**src/rtl/riscv_ctrl_pkg.sv**
```systemverilog
// Shared encodings for the multicycle RV32I control unit: FSM states, opcodes,
// ALU operation codes and datapath select encodings.
package riscv_ctrl_pkg;

  typedef enum logic [3:0] {
    S_RESET  = 4'd0,
    S_FETCH  = 4'd1,
    S_DECODE = 4'd2,
    S_MEMADR = 4'd3,
    S_MEMRD  = 4'd4,
    S_MEMWB  = 4'd5,
    S_MEMWR  = 4'd6,
    S_EXECR  = 4'd7,
    S_EXECI  = 4'd8,
    S_ALUWB  = 4'd9,
    S_BEQ    = 4'd10,
    S_JAL    = 4'd11,
    S_TRAP   = 4'd12
  } ctrl_state_t;

  // Opcodes of the supported RV32I subset
  localparam logic [6:0] OP_LW  = 7'b0000011;
  localparam logic [6:0] OP_SW  = 7'b0100011;
  localparam logic [6:0] OP_R   = 7'b0110011;
  localparam logic [6:0] OP_I   = 7'b0010011;
  localparam logic [6:0] OP_BEQ = 7'b1100011;
  localparam logic [6:0] OP_JAL = 7'b1101111;

  // ALUControl codes consumed by arithmetic_logic_unit
  localparam logic [2:0] ALU_ADD = 3'b000;
  localparam logic [2:0] ALU_SUB = 3'b001;
  localparam logic [2:0] ALU_AND = 3'b010;
  localparam logic [2:0] ALU_OR  = 3'b011;
  localparam logic [2:0] ALU_SLT = 3'b101;

  // Internal ALUOp classes
  localparam logic [1:0] ALUOP_ADD   = 2'b00;
  localparam logic [1:0] ALUOP_SUB   = 2'b01;
  localparam logic [1:0] ALUOP_FUNCT = 2'b10;

  // ResultSrc encodings
  localparam logic [1:0] RES_ALUOUT    = 2'b00;
  localparam logic [1:0] RES_DATA      = 2'b01;
  localparam logic [1:0] RES_ALURESULT = 2'b10;

  // ALUSrcA encodings
  localparam logic [1:0] SRCA_PC    = 2'b00;
  localparam logic [1:0] SRCA_OLDPC = 2'b01;
  localparam logic [1:0] SRCA_RS1   = 2'b10;

  // ALUSrcB encodings
  localparam logic [1:0] SRCB_RS2  = 2'b00;
  localparam logic [1:0] SRCB_IMM  = 2'b01;
  localparam logic [1:0] SRCB_FOUR = 2'b10;

  // ImmSrc encodings
  localparam logic [1:0] IMM_I = 2'b00;
  localparam logic [1:0] IMM_S = 2'b01;
  localparam logic [1:0] IMM_B = 2'b10;
  localparam logic [1:0] IMM_J = 2'b11;

  // Immediate format implied by the opcode; unknown opcodes fall back to I.
  function automatic logic [1:0] imm_src_for(input logic [6:0] opcode);
    logic [1:0] imm;
    case (opcode)
      OP_LW:   imm = IMM_I;
      OP_I:    imm = IMM_I;
      OP_SW:   imm = IMM_S;
      OP_BEQ:  imm = IMM_B;
      OP_JAL:  imm = IMM_J;
      default: imm = IMM_I;
    endcase
    return imm;
  endfunction

endpackage

```
**src/rtl/multicycle_control_unit_alu_decoder.sv**
```systemverilog
// Combinational ALU decoder: maps ALUOp plus instruction fields to ALUControl.
// Subtraction for funct3=000 is chosen only for R-type (op[5]=1) with funct7b5=1,
// so addi with a set instr[30] bit still adds.
module alu_decoder
  import riscv_ctrl_pkg::*;
(
  input  logic [1:0] alu_op,
  input  logic [2:0] funct3,
  input  logic       op5,
  input  logic       funct7b5,
  output logic [2:0] alu_control
);

  // Select the ALU operation from the ALUOp class and funct fields
  always_comb begin
    alu_control = ALU_ADD;
    case (alu_op)
      ALUOP_ADD: alu_control = ALU_ADD;
      ALUOP_SUB: alu_control = ALU_SUB;
      ALUOP_FUNCT: begin
        case (funct3)
          3'b000: begin
            if (op5 && funct7b5) begin
              alu_control = ALU_SUB;
            end else begin
              alu_control = ALU_ADD;
            end
          end
          3'b010:  alu_control = ALU_SLT;
          3'b110:  alu_control = ALU_OR;
          3'b111:  alu_control = ALU_AND;
          default: alu_control = ALU_ADD;
        endcase
      end
      default: alu_control = ALU_ADD;
    endcase
  end

endmodule

```
**src/rtl/multicycle_control_unit.sv**
```systemverilog
// Control FSM for the multicycle RV32I core (lw, sw, R-type, I-type ALU, beq, jal).
// Moore outputs decode from the registered state; ImmSrc follows op and PCWrite
// combines the PC-update and branch-taken conditions with the live ALU zero flag.
// Optional feature macro: CTRL_ILLEGAL_TRAP_EN (unknown opcodes lock into S_TRAP
// and raise illegal_instr instead of being treated as a NOP).
module multicycle_control_unit
  import riscv_ctrl_pkg::*;
(
  input  logic       clk,
  input  logic       rst_n,
  input  logic [6:0] op,
  input  logic [2:0] funct3,
  input  logic       funct7b5,
  input  logic       zero,
  output logic       PCWrite,
  output logic       AdrSrc,
  output logic       MemWrite,
  output logic       IRWrite,
  output logic [1:0] ResultSrc,
  output logic [1:0] ALUSrcA,
  output logic [1:0] ALUSrcB,
  output logic       RegWrite,
  output logic [1:0] ImmSrc,
`ifdef CTRL_ILLEGAL_TRAP_EN
  output logic [2:0] ALUControl,
  output logic       illegal_instr
`else
  output logic [2:0] ALUControl
`endif
);

  ctrl_state_t state;
  ctrl_state_t next_state;
  logic [1:0]  alu_op;
  logic        branch;
  logic        pc_update;

  // State register; reset aborts any instruction asynchronously
  always_ff @(posedge clk or negedge rst_n) begin
    if (!rst_n) begin
      state <= S_RESET;
    end else begin
      state <= next_state;
    end
  end

  // Next-state sequencing, including the opcode dispatch in DECODE
  always_comb begin
    next_state = S_RESET;
    case (state)
      S_RESET:  next_state = S_FETCH;
      S_FETCH:  next_state = S_DECODE;
      S_DECODE: begin
        case (op)
          OP_LW:   next_state = S_MEMADR;
          OP_SW:   next_state = S_MEMADR;
          OP_R:    next_state = S_EXECR;
          OP_I:    next_state = S_EXECI;
          OP_BEQ:  next_state = S_BEQ;
          OP_JAL:  next_state = S_JAL;
`ifdef CTRL_ILLEGAL_TRAP_EN
          default: next_state = S_TRAP;
`else
          default: next_state = S_FETCH;
`endif
        endcase
      end
      S_MEMADR: begin
        if (op[5]) begin
          next_state = S_MEMWR;
        end else begin
          next_state = S_MEMRD;
        end
      end
      S_MEMRD:  next_state = S_MEMWB;
      S_MEMWB:  next_state = S_FETCH;
      S_MEMWR:  next_state = S_FETCH;
      S_EXECR:  next_state = S_ALUWB;
      S_EXECI:  next_state = S_ALUWB;
      S_ALUWB:  next_state = S_FETCH;
      S_BEQ:    next_state = S_FETCH;
      S_JAL:    next_state = S_ALUWB;
`ifdef CTRL_ILLEGAL_TRAP_EN
      S_TRAP:   next_state = S_TRAP;
`endif
      default:  next_state = S_RESET;
    endcase
  end

  // Per-state datapath controls; everything idles to zero unless the state drives it
  always_comb begin
    AdrSrc    = 1'b0;
    MemWrite  = 1'b0;
    IRWrite   = 1'b0;
    ResultSrc = RES_ALUOUT;
    ALUSrcA   = SRCA_PC;
    ALUSrcB   = SRCB_RS2;
    RegWrite  = 1'b0;
    alu_op    = ALUOP_ADD;
    branch    = 1'b0;
    pc_update = 1'b0;
    case (state)
      S_FETCH: begin
        IRWrite   = 1'b1;
        ALUSrcA   = SRCA_PC;
        ALUSrcB   = SRCB_FOUR;
        ResultSrc = RES_ALURESULT;
        pc_update = 1'b1;
      end
      S_DECODE: begin
        ALUSrcA = SRCA_OLDPC;
        ALUSrcB = SRCB_IMM;
      end
      S_MEMADR: begin
        ALUSrcA = SRCA_RS1;
        ALUSrcB = SRCB_IMM;
      end
      S_MEMRD: begin
        AdrSrc = 1'b1;
      end
      S_MEMWB: begin
        ResultSrc = RES_DATA;
        RegWrite  = 1'b1;
      end
      S_MEMWR: begin
        AdrSrc   = 1'b1;
        MemWrite = 1'b1;
      end
      S_EXECR: begin
        ALUSrcA = SRCA_RS1;
        ALUSrcB = SRCB_RS2;
        alu_op  = ALUOP_FUNCT;
      end
      S_EXECI: begin
        ALUSrcA = SRCA_RS1;
        ALUSrcB = SRCB_IMM;
        alu_op  = ALUOP_FUNCT;
      end
      S_ALUWB: begin
        RegWrite = 1'b1;
      end
      S_BEQ: begin
        ALUSrcA = SRCA_RS1;
        ALUSrcB = SRCB_RS2;
        alu_op  = ALUOP_SUB;
        branch  = 1'b1;
      end
      S_JAL: begin
        ALUSrcA   = SRCA_OLDPC;
        ALUSrcB   = SRCB_FOUR;
        pc_update = 1'b1;
      end
      default: begin
        pc_update = 1'b0;
      end
    endcase
  end

  // PC enable: unconditional update or taken branch using this cycle's zero flag
  always_comb begin
    PCWrite = pc_update | (branch & zero);
  end

  // Immediate format from the opcode, held at I-format while in reset
  always_comb begin
    if (state == S_RESET) begin
      ImmSrc = IMM_I;
    end else begin
      ImmSrc = imm_src_for(op);
    end
  end

`ifdef CTRL_ILLEGAL_TRAP_EN
  // Trap indication is a pure decode of the locked trap state
  always_comb begin
    illegal_instr = (state == S_TRAP);
  end
`endif

  alu_decoder u_alu_decoder (
    .alu_op      (alu_op),
    .funct3      (funct3),
    .op5         (op[5]),
    .funct7b5    (funct7b5),
    .alu_control (ALUControl)
  );

endmodule
```
**config.mk**
```make
export PLATFORM = sky130hd
export DESIGN_NAME = multicycle_control_unit
export DESIGN_NICKNAME = d
export VERILOG_FILES = /design/src/rtl/riscv_ctrl_pkg.sv /design/src/rtl/multicycle_control_unit_alu_decoder.sv /design/src/rtl/multicycle_control_unit.sv
export SDC_FILE = /design/constraint.sdc
export NUM_CORES = 1
export LEC_CHECK = 0
export CAP_MARGIN = 20
export CORE_MARGIN = 1.5
export CORE_UTILIZATION = 41
export CTS_CLUSTER_SIZE = 10
export DETAILED_ROUTE_END_ITERATION = 8
export HOLD_SLACK_MARGIN = 0.05
export PLACE_DENSITY = 0.83
export SLEW_MARGIN = 15
export SYNTH_ARGS = -nofsm -noshare
export SYNTH_HDL_FRONTEND = slang
export SYNTH_HIERARCHICAL = 1
export SYNTH_SLANG_ARGS = --single-unit
```
**constraint.sdc**
```tcl
create_clock -name clk -period 3.6 [get_ports clk]
set_input_delay 0.72 -clock clk [delete_from_list [all_inputs] [get_ports clk]]
set_output_delay 0.72 -clock clk [all_outputs]
set_load 0.005 [all_outputs]
```
==> impl_results.md, run 1 <==
* Status: completed
* Flop pwr share at 23.4%
* Tcrit/Tclk final at 89.28%
* TritonRoute pass-1 iters at 4
* Int Pwr at 0.0002721 W
* Startpoint Class: input port
* Mapped Avg Cell Area at 7.392 um2
* Die Area at 1601 um2
* Final Critical Period at 3.214 ns
* Comb pwr share at 64.6%
* Share of cells above drive strength 1 at 7.843%
* Leading cell type in the layout, fill and taps excluded: clkdlybuf4s50_1
* Synthesis warning total at 6
* Worst-Skew Late Latency at 0.23 ns
* TritonCTS clock tree: yes
* ANT cells at 0
* F_max at 0.3111 GHz
* Inserted Clock Buffers at 3
* Post-DR wirelength/cell at 11.70 um
* Util after Layout at 67.09%
* Slew @ Worst Pin at 0.3500 ns
* First-pass GRT wire length at 2166 um
* Design area at 862.1 um2
* Clock sink count at 4
* Critical path, cell by cell: clkdlybuf4s50_1 -> nor4_2 -> a21oi_1 -> nor4_1 -> clkdlybuf4s50_1
* Clk buf depth at 2
* Synthesized instance count at 76
* Critical path buffers and inverters at 2
* Initial antenna violation count at 0
* Hold-fix buffers at CTS at 0
* Via-to-Cell Ratio at 5.385
* Hold crit path type: input port to async pin
* # DRC at 0
* Peak VDD IR at 0.0002220 V
* Total grt overflow at 0
* Net Sw Frac at 39.22%
* Power share of the clock group at 12.0%
* Most frequent cells in the layout: clkdlybuf4s50_1 (29), nor2_1 (11), nand2b_1 (8)
* Crit-path max FO at 5
* Via count at 630
* Max-slew headroom at 76.67%
* Net Sw Power at 0.0001756 W
* Register area share after synthesis at 17.82%
* Initial core utilization at 43.72%
* Biggest regs: state: 4 flops
* Max reg flops at 4
* Vias in the first global route at 569
* Placeable Area at 1285 um2
* Routed WL at 1369 um
* RSZ-0062 raised after global routing: no
* Top cell type's share of synthesized area at 17.82%
* Die height at 40.02 um
* Remaining antenna violation count after routing at 0
* Row count at 13
* Initial drt markers at 11
* Final net count at 120
* Fillers at 120
* Post-synth cell types at 35
* Area leader, netlist: dfrtp_1
* Cell mode on critical path: clkdlybuf4s50_1
* Biggest register: state
* Clock root buffer: clkbuf_4
* I/O Buffers at 29
* Clk slew on worst S/H paths at 0.04 ns
* Synth top area cells: dfrtp_1 (18%), nand2b_1 (8.9%), nor2_1 (7.3%)
* Pleak at 0.3172 nW
* Power Total at 0.0004476 W
* Critical Path AT at 2.49 ns
* Endpoints failing hold at 0
* CP max stage delay at 0.55 ns
* Final setup violation count at 0
* Syn-to-layout area delta at 53.45%
* Ports at 30
* DIE WIDTH at 40.02 um
* Clk_skew at 0.003574 ns
* Power density over the cells at 519.2 nW/um2
* Crit-path leading delay family: buffers and inverters
* Cell Area, Placed at 839.6 um2
* Post-Syn Area at 561.8 um2
* Max Slew Vio Count at 0
* Setup TNS at 0 ns
* Pin count of the biggest net entering global routing at 13
* Post-CTS setup buffer count at 0
* FF+latch count, synth at 4
* # resized after CTS at 0
* Syn nets at 92
* H-tree Lvls at 1
* WS Path Type: input port to primary output
* GP Congestion at 0.7929
* Total global-route track usage at 19.08%
* Maxcap violations at 0
* Post-DP HPWL at 1061 um
* WP data required at 2.88 ns
* Slowest-stage cell, CP: clkdlybuf4s50_1
* Endpoint type of the worst setup path: primary output
## power by group through the flow
stage	registers (W)	clock network, W	logic [W]
after floorplan	0.0000654	0	0.000202
after global placement	0.000103	0	0.000287
after detailed placement	0.000104	0	0.000289
after CTS	0.000103	0.0000552	0.000291
after global routing	0.000108	0.0000620	0.000318
final	0.000105	0.0000536	0.000289
## metrics by stage
stage	worst slack [ns]	std cells	hold WS [ns]
after floorplan	1.282	76	0.4244
after global placement	0.4640	114	0.7303
after detailed placement	0.4037	114	0.7393
after CTS	0.3720	117	0.6837
after global routing	0.2213	117	0.6977
final	0.3860	117	0.6847
## logic make-up (layout without fill, tap and decap cells)
logic type | count (synthesis) | in the layout | synth area share (%)
and+or+nand+nor | 40 | 40 | 42.32
AOI/OAI and AO/OA | 15 | 15 | 18.93
buffers and inverters | 10 | 36 | 8.240
DFF | 4 | 4 | 17.82
adders and majority gates | 3 | 3 | 6.235
xor gates and xnor gates | 3 | 3 | 4.678
muxes | 1 | 1 | 1.782
## layer usage
| metal | vias up | global-route usage [%] | share of wire, % |
|---|---|---|---|
| met5 | - | 0 | 0 |
| met4 | 0 | 2.586 | 0 |
| met3 | 0 | 3.333 | 3.7 |
| met2 | 21 | 34.68 | 48 |
| met1 | 282 | 23.57 | 48 |
| li1 | 327 | - | - |
## area by class of cell
class / count / area, um2 / area share (%)
Inverter: 4 / 15.01 / 1.742
Tap cell: 15 / 18.77 / 2.177
Multi-Input combinational cell: 62 / 415.4 / 48.19
Timing Repair Buffer: 29 / 290.3 / 33.67
Sequential cell: 4 / 100.1 / 11.61
Clock buffer: 3 / 22.52 / 2.612
## synthesized netlist by cell type (all sizes together)
cell     number
maj3          1
nor4b         1
a21oi         3
o21ai         2
mux2i         1
dfrtp         4
nand4         1
nand3         2
inv           4
or2           1
a21o          1
a311o         1
nor4          2
buf           5
o32ai         1
nand2         2
nand3b        2
o22ai         3
clkbuf        1
nor3          4
nor2         11
nand2b        9
ha            2
a221oi        1
nor3b         1
and4          1
a31oi         2
and4b         1
a2bb2oi       1
nor2b         2
xor2          3
## path summary, 6_finish.rpt
| path | from | cells after the start | slack (ns) | endpoint |
|---|---|---|---|---|
| hold / removal | rst_n | 1 | 0.68 | state[2] |
| setup / recovery | op[3] | 5 | 0.39 | ImmSrc[0] |
| hold reg to reg | state[3] | 1 | 0.74 | state[2] |
| max in group asynchronous | rst_n | 1 | 2.75 | state[3] |
| setup reg to reg | state[3] | 4 | 2.34 | state[3] |
| min in group clk | state[3] | 1 | 0.74 | state[2] |
Power figures use the tool's default switching activity.
==> run 2: changes to the inputs <==
- CORE_UTILIZATION: 41 -> 43
- CTS_BUF_LIST: unset -> sky130_fd_sc_hd__clkbuf_4
- PLACE_DENSITY: 0.83 -> 0.87
==> run 2 against run 1 <==
  * Clock skew is 0.00078 ns higher
  * Final area fell by 0.15%
  * Total power is 1.9% higher
  * Clock power up 3.9%
  * Largest power group unchanged
  * Combinational power grew 2%
==> impl_results.md, run 2 (synthesized netlist as in run 1, its figures left out) <==
* Status: completed
* Clk_skew at 0.004358 ns
* TritonCTS clock tree: yes
* TritonRoute pass-1 iters at 4
* GP Congestion at 0.7511
* Final setup violation count at 0
* Inserted Clock Buffers at 3
* Die Area at 1532 um2
* Remaining antenna violation count after routing at 0
* Critical Path AT at 2.50 ns
* Power Total at 0.0004562 W
* RR Endpoint: state[1]
* Hold-fix buffers at CTS at 0
* Total grt overflow at 0
* Vias in the first global route at 599
* Via count at 663
* Ports at 30
* DIE WIDTH at 39.15 um
* Die height at 39.15 um
* Max reg flops at 4
* Total global-route track usage at 23.42%
* Syn-to-layout area delta at 53.23%
* Routed WL at 1492 um
* CP startpoint: state[3]
* F_max at 0.3110 GHz
* I/O Buffers at 29
* Final Critical Period at 3.216 ns
* Endpoints failing hold at 0
* Power density over the cells at 530.0 nW/um2
* Slew @ Worst Pin at 0.3569 ns
* Grt met3 use at 3.468%
* ANT cells at 0
* Hold crit path type: input port to async pin
* Max-slew headroom at 76.21%
* RSZ-0062 raised after global routing: no
* Clock root buffer: clkbuf_4
* Setup TNS at 0 ns
* Clk slew on worst S/H paths at 0.04 ns
* R2R Path Start: state[3]
* Pleak at 0.3172 nW
* Met2 Use GR at 44.17%
* WP data required at 2.88 ns
* Post-CTS setup buffer count at 0
* Tcrit/Tclk final at 89.33%
* Peak VDD IR at 0.0002171 V
* Share of cells above drive strength 1 at 7.843%
* Clk buf depth at 2
* Placeable Area at 1156 um2
* Row count at 12
* Leading cell type in the layout, fill and taps excluded: clkdlybuf4s50_1
* Pin count of the biggest net entering global routing at 13
* Endpoint type of the worst setup path: primary output
* R2R setup slack at 2.34 ns
* Post-DR wirelength/cell at 12.86 um
* Crit-path max FO at 10
* Worst Setup EP: ALUControl[2]
* Top Usage Layer GRT: met2
* H-tree Lvls at 1
* Via-to-Cell Ratio at 5.716
* R2r worst-path depth at 4
* Clock sink count at 4
* Startpoint Class: register
* M1 GR Usage at 24.65%
* Max Slew Vio Count at 0
* # resized after CTS at 0
* Biggest register: state
* Maxcap violations at 0
* Worst-Skew Late Latency at 0.24 ns
* Final net count at 120
* WS Path Type: register to primary output
* Initial core utilization at 48.59%
* Biggest regs: state: 4 flops
* Initial drt markers at 12
* # DRC at 0
* First-pass GRT wire length at 2435 um
* Most frequent cells in the layout: clkdlybuf4s50_1 (29), nor2_1 (11), nand2b_1 (8)
* Post-DP HPWL at 1203 um
* Initial antenna violation count at 0
## run 2: layout make-up
class	instances	area, um2
flip-flops and latches	4	100.1
repair buffers	29	290.3
multi-input cells	62	415.4
well taps	14	17.52
fillers	95	295.3
inverters	4	15.01
clock buffers	3	22.52
## run 2: worst min path at each step
stage,from,endpoint,slack [ns]
final,rst_n,state[3],0.70
after CTS,rst_n,state[3],0.69
after global routing,rst_n,state[3],0.70
after floorplan,rst_n,state[0],0.42
after detailed placement,state[3],state[2],0.73
after global placement,state[0],state[1],0.73
## run 2: through the flow
step,worst slack [ns],utilization [%],hold slack [ns],cell area (um2),std cells
floorplan,1.282,-,0.4244,561.8,76
global placement,0.4583,72.51,0.7318,838.3,113
detailed placement,0.4300,72.51,0.7261,838.3,113
CTS,0.3784,74.46,0.6941,860.8,116
global route,0.1848,74.46,0.7024,860.8,116
finish,0.3841,74.46,0.6952,860.8,116
## run 2: per-layer routing
layer / vias up / part of all wire, %
met2: 33 / 51
met1: 297 / 42
met3: 4 / 4.7
li1: 329 / -
met5: - / 0
met4: 0 / 1.6
## run 2: power by group
group,internal [W],switching (W)
Sequential,0.0000611,0.0000447
Combinational,0.000174,0.000121
Clock,0.0000373,0.0000184
Total,0.000272,0.000184
## run 2: critical path, cell delays in order (launching register included)
cell             delay, ns
dfrtp_1               0.54
nand2b_1              0.22
nor2_1                0.22
inv_1                 0.07
ha_1                  0.34
nor4b_1               0.31
clkdlybuf4s50_1       0.55
